$ cat config.mk
export PLATFORM = sky130hd
export DESIGN_NAME = trap_ctrl
export DESIGN_NICKNAME = d
export VERILOG_FILES = /design/src/rtl/trap_ctrl_pkg.sv /design/src/rtl/trap_ctrl_irq_sync.sv /design/src/rtl/trap_ctrl.sv
export SDC_FILE = /design/constraint.sdc
export NUM_CORES = 1
export LEC_CHECK = 0
export CAP_MARGIN = 20
export CORE_MARGIN = 3
export CORE_UTILIZATION = 35
export DETAILED_ROUTE_END_ITERATION = 10
export GPL_ROUTABILITY_DRIVEN = 0
export HOLD_SLACK_MARGIN = 0.02
export PLACE_DENSITY = 0.74
export SLEW_MARGIN = 40
export SYNTH_ARGS = -nofsm -noshare
export SYNTH_HDL_FRONTEND = slang
export SYNTH_HIERARCHICAL = 1
export SYNTH_SLANG_ARGS = --single-unit
$ cat constraint.sdc
create_clock -name clk -period 5.05 [get_ports clk]
set_clock_uncertainty 0.15 [all_clocks]
set_input_delay 0.505 -clock clk [delete_from_list [all_inputs] [get_ports clk]]
set_output_delay 0.505 -clock clk [all_outputs]
set_load 0.05 [all_outputs]
$ cat src/rtl/trap_ctrl_pkg.sv
// Shared definitions for the machine-mode trap sequencer.
//   trap_state_type    : sequencer states
//   cause_m*           : mcause codes for the three machine interrupts
//   trap_ctrl_in_type  : execute/retire and CSR-side inputs, bundled
//   trap_ctrl_out_type : strobes and trap details towards CSR file and fetch
//   irq_cause()        : fixed-priority cause selection, ext > sw > tim
package trap_ctrl_pkg;

  typedef enum logic [2:0] {
    ST_IDLE,
    ST_DRAIN,
    ST_TRAP,
    ST_MRET,
    ST_REDIRECT
  } trap_state_type;

  localparam logic [3:0] cause_mei = 4'd11;
  localparam logic [3:0] cause_msi = 4'd3;
  localparam logic [3:0] cause_mti = 4'd7;

  typedef struct packed {
    logic        mstatus_mie;
    logic [2:0]  mie_en;      // {ext, sw, tim}
    logic        exc_req;
    logic [3:0]  exc_cause;
    logic [31:0] exc_pc;
    logic [31:0] exc_tval;
    logic        mret_req;
    logic [31:0] next_pc;
    logic        pipe_idle;
  } trap_ctrl_in_type;

  typedef struct packed {
    logic [2:0]  irq_pend;    // {ext, sw, tim}
    logic        stall;
    logic        trap_valid;
    logic [3:0]  trap_cause;
    logic [31:0] trap_epc;
    logic [31:0] trap_tval;
    logic        trap_intr;
    logic        mret_valid;
    logic        redirect;
    logic        redirect_mret;
  } trap_ctrl_out_type;

  // Argument is the enabled pending vector {ext, sw, tim}.
  function automatic logic [3:0] irq_cause(input logic [2:0] irq);
    logic [3:0] cause;
    cause = cause_mti;
    if (irq[2])      cause = cause_mei;
    else if (irq[1]) cause = cause_msi;
    return cause;
  endfunction

endpackage

$ cat src/rtl/trap_ctrl_irq_sync.sv
// N-stage level synchroniser for one asynchronous interrupt line.
//   clk      : destination clock
//   rst      : asynchronous active-low reset, clears all stages
//   i_async  : raw asynchronous level
//   o_sync   : level after STAGES flops
module irq_sync #(
  parameter int unsigned STAGES = 2
) (
  input  logic clk,
  input  logic rst,
  input  logic i_async,
  output logic o_sync
);

  logic [STAGES-1:0] r_sync;

  always_ff @(posedge clk or negedge rst) begin
    if (!rst) r_sync <= '0;
    else      r_sync <= {r_sync[STAGES-2:0], i_async};
  end

  assign o_sync = r_sync[STAGES-1];

endmodule

$ cat src/rtl/trap_ctrl.sv
// Machine-mode trap sequencer.
// Synchronises MEI/MSI/MTI, arbitrates them against synchronous exceptions
// and mret, drains the pipeline for interrupts and issues one-cycle
// trap/mret strobes followed by a one-cycle fetch redirect.
//   clk, rst                    : clock, async active-low reset
//   irq_ext/irq_sw/irq_tim      : raw interrupt levels
//   mstatus_mie, mie_en         : global and per-line enables {ext,sw,tim}
//   exc_req/cause/pc/tval       : synchronous exception from execute
//   mret_req                    : mret in execute
//   next_pc, pipe_idle          : oldest unretired PC, pipeline empty
//   irq_pend                    : synchronised levels for mip
//   stall                       : hold fetch/issue
//   trap_valid/cause/epc/tval/intr : trap strobe and details for CSR file
//   mret_valid                  : mret strobe for CSR file
//   redirect, redirect_mret     : fetch load, 1 = mepc, 0 = mtvec
module trap_ctrl
  import trap_ctrl_pkg::*;
#(
  parameter int unsigned SYNC_STAGES = 2
) (
  input  logic        rst,
  input  logic        clk,
  input  logic        irq_ext,
  input  logic        irq_sw,
  input  logic        irq_tim,
  input  logic        mstatus_mie,
  input  logic [2:0]  mie_en,
  input  logic        exc_req,
  input  logic [3:0]  exc_cause,
  input  logic [31:0] exc_pc,
  input  logic [31:0] exc_tval,
  input  logic        mret_req,
  input  logic [31:0] next_pc,
  input  logic        pipe_idle,
  output logic [2:0]  irq_pend,
  output logic        stall,
  output logic        trap_valid,
  output logic [3:0]  trap_cause,
  output logic [31:0] trap_epc,
  output logic [31:0] trap_tval,
  output logic        trap_intr,
  output logic        mret_valid,
  output logic        redirect,
  output logic        redirect_mret
);

  trap_ctrl_in_type  w_in;
  trap_ctrl_out_type w_out;
  logic [2:0]        w_pend;
  logic [2:0]        w_irq_act;
  logic              w_irq_en;

  trap_state_type    r_state;
  logic [3:0]        r_cause;
  logic [31:0]       r_epc;
  logic [31:0]       r_tval;
  logic              r_intr;
  logic              r_redir_mret;

  irq_sync #(.STAGES(SYNC_STAGES)) u_sync_ext (
    .clk(clk), .rst(rst), .i_async(irq_ext), .o_sync(w_pend[2]));
  irq_sync #(.STAGES(SYNC_STAGES)) u_sync_sw (
    .clk(clk), .rst(rst), .i_async(irq_sw),  .o_sync(w_pend[1]));
  irq_sync #(.STAGES(SYNC_STAGES)) u_sync_tim (
    .clk(clk), .rst(rst), .i_async(irq_tim), .o_sync(w_pend[0]));

  assign w_in = '{mstatus_mie: mstatus_mie, mie_en: mie_en,
                  exc_req: exc_req, exc_cause: exc_cause, exc_pc: exc_pc,
                  exc_tval: exc_tval, mret_req: mret_req, next_pc: next_pc,
                  pipe_idle: pipe_idle};

  assign w_irq_act = w_pend & w_in.mie_en;
  assign w_irq_en  = w_in.mstatus_mie & (|w_irq_act);

  always_ff @(posedge clk or negedge rst) begin
    if (!rst) begin
      r_state      <= ST_IDLE;
      r_cause      <= '0;
      r_epc        <= '0;
      r_tval       <= '0;
      r_intr       <= 1'b0;
      r_redir_mret <= 1'b0;
    end else begin
      case (r_state)
        ST_IDLE: begin
          if (w_in.exc_req) begin
            r_state      <= ST_TRAP;
            r_cause      <= w_in.exc_cause;
            r_epc        <= w_in.exc_pc;
            r_tval       <= w_in.exc_tval;
            r_intr       <= 1'b0;
            r_redir_mret <= 1'b0;
          end else if (w_in.mret_req) begin
            r_state      <= ST_MRET;
            r_redir_mret <= 1'b1;
          end else if (w_irq_en) begin
            // Cause is committed here; later enable/line changes are ignored.
            r_state      <= ST_DRAIN;
            r_cause      <= irq_cause(w_irq_act);
            r_tval       <= '0;
            r_intr       <= 1'b1;
            r_redir_mret <= 1'b0;
          end
        end
        ST_DRAIN: begin
          if (w_in.exc_req) begin
            r_state <= ST_TRAP;
            r_cause <= w_in.exc_cause;
            r_epc   <= w_in.exc_pc;
            r_tval  <= w_in.exc_tval;
            r_intr  <= 1'b0;
          end else if (w_in.pipe_idle) begin
            r_state <= ST_TRAP;
            r_epc   <= w_in.next_pc;
          end
        end
        ST_TRAP:     r_state <= ST_REDIRECT;
        ST_MRET:     r_state <= ST_REDIRECT;
        ST_REDIRECT: r_state <= ST_IDLE;
        default:     r_state <= ST_IDLE;
      endcase
    end
  end

  always_comb begin
    w_out               = '0;
    w_out.irq_pend      = w_pend;
    w_out.stall         = (r_state != ST_IDLE);
    w_out.trap_valid    = (r_state == ST_TRAP);
    w_out.mret_valid    = (r_state == ST_MRET);
    w_out.redirect      = (r_state == ST_REDIRECT);
    w_out.redirect_mret = (r_state == ST_REDIRECT) & r_redir_mret;
    w_out.trap_cause    = r_cause;
    w_out.trap_epc      = r_epc;
    w_out.trap_tval     = r_tval;
    w_out.trap_intr     = r_intr;
  end

  assign irq_pend      = w_out.irq_pend;
  assign stall         = w_out.stall;
  assign trap_valid    = w_out.trap_valid;
  assign trap_cause    = w_out.trap_cause;
  assign trap_epc      = w_out.trap_epc;
  assign trap_tval     = w_out.trap_tval;
  assign trap_intr     = w_out.trap_intr;
  assign mret_valid    = w_out.mret_valid;
  assign redirect      = w_out.redirect;
  assign redirect_mret = w_out.redirect_mret;

endmodule

==> results of run 1 <==
## how the worst min path moves through the flow
stage / end / slack [ns]
6_report: trap_epc[0]$_DFFE_PN0P_ / 0.03
5_1_grt: trap_epc[0]$_DFFE_PN0P_ / 0.07
4_1_cts: trap_epc[29]$_DFFE_PN0P_ / 0.04
3_5_place_dp: u_sync_tim/r_sync[1]$_DFF_PN0_ / 0.19
3_3_place_gp: u_sync_ext/r_sync[1]$_DFF_PN0_ / 0.18
2_1_floorplan: r_redir_mret$_DFFE_PN0P_ / 0.06
## area by class of cell
cell class | instances | area [sq um]
multi-input cells | 165 | 1170
flip-flops and latches | 79 | 1980
repair buffers | 191 | 1910
clock buffers | 9 | 124
clock inverters | 7 | 57.6
well taps | 129 | 161
fillers | 791 | 3810
inverters | 7 | 26.3
## synthesized netlist by cell type (2+ instances only)
cell type / number / area (sq um)
sky130_fd_sc_hd__dfrtp_1: 79 / 1980
sky130_fd_sc_hd__a21oi_1: 37 / 185
sky130_fd_sc_hd__nor2_1: 37 / 139
sky130_fd_sc_hd__mux2i_1: 33 / 330
sky130_fd_sc_hd__a22o_1: 32 / 280
sky130_fd_sc_hd__buf_2: 9 / 45.0
sky130_fd_sc_hd__inv_1: 7 / 26.3
sky130_fd_sc_hd__buf_6: 5 / 56.3
sky130_fd_sc_hd__and2_1: 3 / 18.8
sky130_fd_sc_hd__buf_12: 3 / 60.1
sky130_fd_sc_hd__nand2_1: 3 / 11.3
sky130_fd_sc_hd__clkbuf_1: 2 / 7.51
sky130_fd_sc_hd__mux2_4: 2 / 30.0
sky130_fd_sc_hd__nor2b_1: 2 / 12.5
sky130_fd_sc_hd__o22ai_1: 2 / 12.5
## state kept, by name, summed over array words and instances, names as in the netlist
signal / flops
r_redir_mret: 1
u_sync_tim/r_sync: 2
u_sync_sw/r_sync: 2
trap_tval: 32
trap_intr: 1
trap_epc: 32
trap_cause: 4
r_state: 3
u_sync_ext/r_sync: 2
## power by group
part	internal, mW	switching, mW	total [mW]
Clock	0.182	0.234	0.416
Sequential	0.909	0.178	1.09
Combinational	0.792	1.44	2.23
Total	1.88	1.85	3.74
## placed cells by master (no fill, tap or decap), types with 2 or more instances in the layout
master                            instances
sky130_fd_sc_hd__clkdlybuf4s50_1        187
sky130_fd_sc_hd__dfrtp_1                 79
sky130_fd_sc_hd__nor2_1                  37
sky130_fd_sc_hd__a21oi_1                 37
sky130_fd_sc_hd__mux2i_1                 33
sky130_fd_sc_hd__a22o_1                  32
sky130_fd_sc_hd__clkbuf_8                 9
sky130_fd_sc_hd__inv_1                    7
sky130_fd_sc_hd__nand2_1                  3
sky130_fd_sc_hd__clkinvlp_4               3
sky130_fd_sc_hd__clkinv_4                 3
sky130_fd_sc_hd__nor2b_1                  2
sky130_fd_sc_hd__and2_1                   2
sky130_fd_sc_hd__mux2_4                   2
sky130_fd_sc_hd__o22ai_1                  2
sky130_fd_sc_hd__buf_4                    2
## routing by layer
layer	global-route usage	vias to the layer above
li1	-	1314
met1	0.213	1277
met2	0.253	150
met3	0.0891	6
met4	0.0522	0
met5	0	-
## worst register-to-register path, stage by stage (launching register included)
cell	delay, ns
sky130_fd_sc_hd__dfrtp_1	0.53
sky130_fd_sc_hd__nor4b_4	0.33
sky130_fd_sc_hd__buf_4	0.49
sky130_fd_sc_hd__mux2i_1	0.30
sky130_fd_sc_hd__a21oi_1	0.09
## cells by family (layout without fill, tap and decap cells)
| kind of cell | after synthesis | after routing |
|---|---|---|
| AO/OA/AOI/OAI | 76 | 76 |
| flip-flops | 79 | 79 |
| multiplexers | 36 | 36 |
| buffers and inverters | 27 | 214 |
| AND/OR/NAND/NOR | 53 | 53 |
## per-stage QoR
| step | utilization | total power, mW | std cells | instance area (sq um) |
|---|---|---|---|---|
| finish | 0.588 | 3.74 | 587 | 5430 |
| global route | 0.588 | 3.95 | 587 | 5430 |
| CTS | 0.588 | 3.78 | 587 | 5430 |
| detailed placement | 0.568 | 3.35 | 571 | 5250 |
| global placement | 0.566 | 3.30 | 570 | 5230 |
| floorplan | - | 2.58 | 271 | 3340 |
==> out/results.md, run 1 <==
| Stage | Result | This run |
|:---|:---|:---|
| power and ir drop | Power density over the cells | 688 nW/um^2 |
| clocking | Clock input transition at the sequential cells of the worst setup and hold paths | 0.08 ns |
| worst setup path | Cell seen most often among critical-path stages | sky130_fd_sc_hd__nor2b_1 |
| floorplan | Die span in x | 104 microns |
| clocking | Setup Fix Bufs, Post-CTS | 0 |
| layout | Share of layout cells above drive strength 1 | 0.0677 |
| floorplan | IO Pins | 189 |
| worst setup path | Maximum single-stage delay on the critical path | 0.81 ns |
| synthesis | Synth Area in XOR/XNOR | 0 |
| flow run | Reported max-cap violation count | 0 |
| run status | Run status | finished, final reports clean |
| worst setup path | Reg2Reg Depth | 4 |
| routing | Total wire length | 8.90 mm |
| power and ir drop | Worst voltage drop across the vdd grid | 0.430 mV |
| clocking | Number of cells upsized or downsized after cts | 0 |
| floorplan | Core ar. | 9240 sq um |
| timing | Fmax achieved | 362 MHz |
| timing | Sum Neg Setup Slack | 0 ns |
| clocking | Sinks on Clock Net | 79 |
| routing | M1 wire length | 3.76 mm |
| placement | Worst-case setup slack after placement | 2.39 ns |
| worst setup path | R2r startpoint | r_state[2]$_DFFE_PN0P_ |
| grt | Total congestion overflow after global routing | 0 |
| worst setup path | Flop2flop setup slack | 3.01 ns |
| synthesis | Arithmetic-cell share of the synthesized area counting full adders, half adders and majority gates | 0 |
| routing | Top routing layer used | met4 |
| timing | Hold Worst Slack | 0.0345 ns |
| routing | Met2 WL | 3.97 mm |
| clocking | Insertion delay of the later-clocked pin in the worst-skew pair | 0.34 ns |
| floorplan | Floorplan row count | 35 |
| synthesis | Post-Synth Simple-Gate Area | 0.0764 |
| worst setup path | Element type at the critical path end | primary output |
| synthesis | Portion of netlist area occupied by mux cells | 0.111 |
| synthesis | Number of enable flip-flop cells after synthesis | 0 |
| synthesis | Share of the synthesized area in compound gates (AO/OA/AOI/OAI) | 0.160 |
| synthesis | Fraction of registers with async set or reset after synthesis | 1.00 |
| worst setup path | WP data required | 4.39 ns |
| routing | Count of nets left with antenna violations after detail routing | 0 |
| synthesis | Post-synthesis cell count | 271 |
| grt | Initial antenna violation count | 0 |
| clocking | Number of clock buffers inserted by TritonCTS | 9 |
| timing | Total of endpoints with negative setup slack in the final report | 0 |
| clocking | Max clock buf depth | 2 |
| grt | Number of global-route vias before repair | 2,865 |
| worst setup path | Critical Setup Path Class | reg -> out |
| routing | Routed via count divided by cell count | 4.68 |
| timing | Final critical-path required period | 2.76 ns |
| clocking | H-tree Lvls | 3 |
| grt | First-pass GRT wire length | 14.6 mm |
| routing | Drt drc | 0 |
| worst setup path | Crit path buf inv count | 1 |
| layout | Antenna diode count | 0 |
| worst setup path | Cell class contributing the biggest share of worst-path delay | buffers and inverters |
| routing | Routed wirelength normalized by instance count | 15.2 microns |
| routing | Length of routed met3 wiring | 1.10 mm |
| floorplan | Total Die Area | 10,700 sq um |
| worst setup path | Maximum fanout count along the critical path | 6 |
| power and ir drop | Total leakage power | 2.20 nW |
| grt | Aggregate global-route resource usage | 0.169 |
| timing | Final hold vios | 0 |
| grt | Maximum number of pins on one net before global-route repair | 80 |
| routing | Total iterations of the first detailed-routing run | 4 |
| worst setup path | Worst reg2reg endpoint | trap_epc[17]$_DFFE_PN0P_ |
| synthesis | Sequential fraction of the synthesis area | 0.592 |
| worst setup path | Start point of the critical path | r_state[1]$_DFFE_PN0P_ |
| synthesis | Netlist area before placement | 3340 sq um |
| worst setup path | List of cells traversed by the critical path | nor2b_1 -> nor2b_1 -> clkdlybuf4s50_1 |
| synthesis | Average instance area after synthesis | 12.3 sq um |
| worst setup path | Arrival time of data at the critical path endpoint | 2.11 ns |
| worst setup path | Endpoint of the most critical setup path | trap_valid |
| worst setup path | Slowest cell on the critical path | sky130_fd_sc_hd__clkdlybuf4s50_1 |
| placement | Port buffer count | 188 |
| synthesis | Count of unique library cells instantiated by Yosys | 30 |
| layout | Area growth from synthesis to final layout | 62.6% |
| worst hold path | Path type of the worst min-delay path | in -> async |
| clocking | Clock tree from TritonCTS | built |
| routing | Number of vias in the routed layout | 2,747 |
| floorplan | Die Y-Extent | 104 microns |
| synthesis | Number of storage elements in the synthesis netlist | 79 |
| worst setup path | Crit path launch type | flop |
| layout | Post-layout net count | 565 |
| timing | Crit path setup slack, layout | 2.29 ns |
| synthesis | Number of warnings issued by yosys | 6 |
| timing | Max-slew violation total from the final report | 0 |
| synthesis | Flip-flop cell with the highest count after synthesis | sky130_fd_sc_hd__dfrtp_1 |
| worst setup path | Logic depth of the worst setup path including buffers | 3 |
| synthesis | Combinational family with the most area after synthesis | compound AO/OA/AOI/OAI gates |
| routing | Number of violations reported at the end of detailed-routing iteration 0 | 91 |
| timing | Crit share post-route | 0.547 |
| floorplan | Initial core utilization | 0.361 |
| clocking | Clock Root Buffer | sky130_fd_sc_hd__clkbuf_8 |
| timing | Slew of the pin with the lowest slew margin | 0.690 ns |
| placement | Placed wire-length estimate | 6.75 mm |
| synthesis | Net count after synthesis | 383 |
| timing | Setup repair after global routing missed its margin | false |
| timing | Slew HR | 0.540 |
| clocking | Hold-fix buffers at CTS | 0 |
No activity file was read; power rests on OpenSTA's default activity.
==> inputs of run 2 (changes only) <==
PLACE_DENSITY = 0.77   (was 0.74)
clock period = 2.3 ns   (was 5.05 ns; I/O delays follow)
==> out/results.md, run 2 (same netlist as run 1, synthesis figures left out) <==
| Stage | Result | This run |
|:---|:---|:---|
| grt | Total congestion overflow after global routing | 0 |
| routing | Total wire length | 9.26 mm |
| grt | Initial antenna violation count | 0 |
| placement | Port buffer count | 188 |
| timing | Crit share post-route | 0.884 |
| clocking | Clock input transition at the sequential cells of the worst setup and hold paths | 0.09 ns |
| placement | Placed wire-length estimate | 6.89 mm |
| routing | Count of nets left with antenna violations after detail routing | 0 |
| worst setup path | WP data required | 1.92 ns |
| clocking | Clock Root Buffer | sky130_fd_sc_hd__clkbuf_8 |
| grt | Aggregate global-route resource usage | 0.180 |
| run status | Run status | finished, final reports clean |
| worst setup path | Element type at the critical path end | primary output |
| layout | Commonest cells after routing, fill and taps aside | 182 x sky130_fd_sc_hd__clkdlybuf4s50_1, 79 x sky130_fd_sc_hd__dfrtp_1, 37 x sky130_fd_sc_hd__nor2_1, 37 x sky130_fd_sc_hd__a21oi_1, 33 x sky130_fd_sc_hd__mux2i_1 |
| timing | Final critical-path required period | 2.03 ns |
| grt | Number of global-route vias before repair | 3,090 |
| clocking | Clock tree from TritonCTS | built |
| layout | Most common cell after layout, fill and taps aside | sky130_fd_sc_hd__clkdlybuf4s50_1 |
| clocking | Number of clock buffers inserted by TritonCTS | 9 |
| grt | First-pass GRT wire length | 15.6 mm |
| timing | Total of endpoints with negative setup slack in the final report | 0 |
| floorplan | Floorplan row count | 35 |
| routing | Routed wirelength normalized by instance count | 15.7 microns |
| clocking | Setup Fix Bufs, Post-CTS | 0 |
| floorplan | Die span in x | 104 microns |
| worst setup path | Crit path launch type | flop |
| floorplan | Total Die Area | 10,700 sq um |
| clocking | Insertion delay of the later-clocked pin in the worst-skew pair | 0.33 ns |
| worst setup path | Slowest cell on the critical path | sky130_fd_sc_hd__dfrtp_1 |
| power and ir drop | Worst voltage drop across the vdd grid | 1.03 mV |
| power and ir drop | Total leakage power | 2.25 nW |
| clocking | H-tree Lvls | 3 |
| worst setup path | Maximum fanout count along the critical path | 9 |
| worst hold path | Path type of the worst min-delay path | in -> reg |
| clocking | Max clock buf depth | 2 |
| worst hold path | Depth of the worst hold-timing path | 1 |
| worst setup path | Critical Setup Path Class | reg -> out |
| timing | Fmax achieved | 492 MHz |
| worst setup path | Maximum single-stage delay on the critical path | 0.49 ns |
| power and ir drop | Power density over the cells | 1500 nW/um^2 |
| timing | Setup repair after global routing missed its margin | false |
| layout | Share of layout cells above drive strength 1 | 0.0801 |
| layout | Antenna diode count | 0 |
| floorplan | Initial core utilization | 0.361 |
| routing | Number of vias in the routed layout | 2,822 |
| clocking | Sinks on Clock Net | 79 |
| power and ir drop | Post-layout total power | 8.27 mW |
| layout | Area growth from synthesis to final layout | 64.7% |
| timing | Final hold vios | 0 |
| routing | Number of violations reported at the end of detailed-routing iteration 0 | 89 |
| routing | Drt drc | 0 |
| floorplan | Core ar. | 9240 sq um |
| worst setup path | Arrival time of data at the critical path endpoint | 1.65 ns |
| timing | Slew HR | 0.642 |
| timing | Max-slew violation total from the final report | 0 |
| grt | Maximum number of pins on one net before global-route repair | 65 |
| routing | Routed via count divided by cell count | 4.77 |
| layout | Non-filler instance count after layout | 591 |
| placement | Number of placed instances, taps included | 575 |
| floorplan | IO Pins | 189 |
| routing | Total iterations of the first detailed-routing run | 4 |
| layout | Post-layout net count | 570 |
| worst setup path | Reg2Reg Depth | 5 |
| floorplan | Die Y-Extent | 104 microns |
| timing | Sum Neg Setup Slack | 0 ns |
| worst setup path | List of cells traversed by the critical path | nor3_1 -> inv_1 -> dlygate4sd2_1 |
| flow run | Reported max-cap violation count | 0 |
| timing | Slew of the pin with the lowest slew margin | 0.535 ns |
[run 2: cell types whose count changed in the layout (fill, tap and decap cells not counted), moves of 2 or more]
cell	before	now
sky130_fd_sc_hd__clkinv_2	0	2
sky130_fd_sc_hd__buf_4	2	7
sky130_fd_sc_hd__buf_12	0	5
sky130_fd_sc_hd__clkdlybuf4s50_1	187	182
sky130_fd_sc_hd__clkinv_4	3	0
[run 2: worst paths after layout]
kind / startpoint / to / slack (ns)
worst max-delay path: r_state[0]$_DFFE_PN0P_ / stall / 0.27
worst min-delay path: irq_tim / u_sync_tim/r_sync[0]$_DFF_PN0_ / 0.18
worst max register to register: r_state[2]$_DFFE_PN0P_ / trap_epc[31]$_DFFE_PN0P_ / 0.46
worst min register to register: u_sync_ext/r_sync[0]$_DFF_PN0_ / u_sync_ext/r_sync[1]$_DFF_PN0_ / 0.20
max in group asynchronous: rst / trap_cause[0]$_DFFE_PN0P_ / 1.15
min in group asynchronous: rst / trap_epc[23]$_DFFE_PN0P_ / 0.23
[run 2: layer usage]
layer | wire length, microns | track usage | vias to the layer above
li1 | - | - | 1330
met4 | 163 | 0.0636 | 0
met5 | 0 | 0 | -
met2 | 4150 | 0.279 | 166
met1 | 3880 | 0.221 | 1311
met3 | 1060 | 0.0829 | 15
[run 2: power by group]
| group | leakage [nW] | internal [mW] | switching [mW] |
|---|---|---|---|
| Sequential | 0.929 | 2.00 | 0.364 |
| Combinational | 1.24 | 1.80 | 3.20 |
| Clock | 0.0845 | 0.416 | 0.491 |
| Total | 2.25 | 4.22 | 4.06 |
[run 2: what timing repair did]
action	in CTS	in global routing
resized for setup	1	0
setup endpoints to repair	1	0
hold endpoints to repair	34	0
hold buffers	1	0
[run 2: worst max-delay path, delay by kind of cell, from the launching register on]
family                 cells  cell delay, ns
DFF                        1            0.49
buffers and inverters      2            0.49
and+or+nand+nor            1            0.34
[run 2: area by class of cell]
class / instances / area, sq um
Sequential cell: 79 / 1980
Tap cell: 129 / 161
Clock inverter: 5 / 33.8
Timing Repair Buffer: 196 / 1990
Fill cell: 764 / 3740
Inverter: 7 / 26.3
Multi-Input combinational cell: 165 / 1170
Clock buffer: 10 / 138
[run 2: metrics by stage]
stage	cell area, sq um	worst slack (ns)	hold slack (ns)	util
after CTS	5500	0.246	0.155	0.595
after detailed placement	5320	0.109	0.0736	0.576
after global placement	5320	0.189	0.0785	0.576
after global routing	5500	0.135	0.149	0.595
after floorplan	3340	0.396	-0.216	-
final	5500	0.268	0.177	0.595
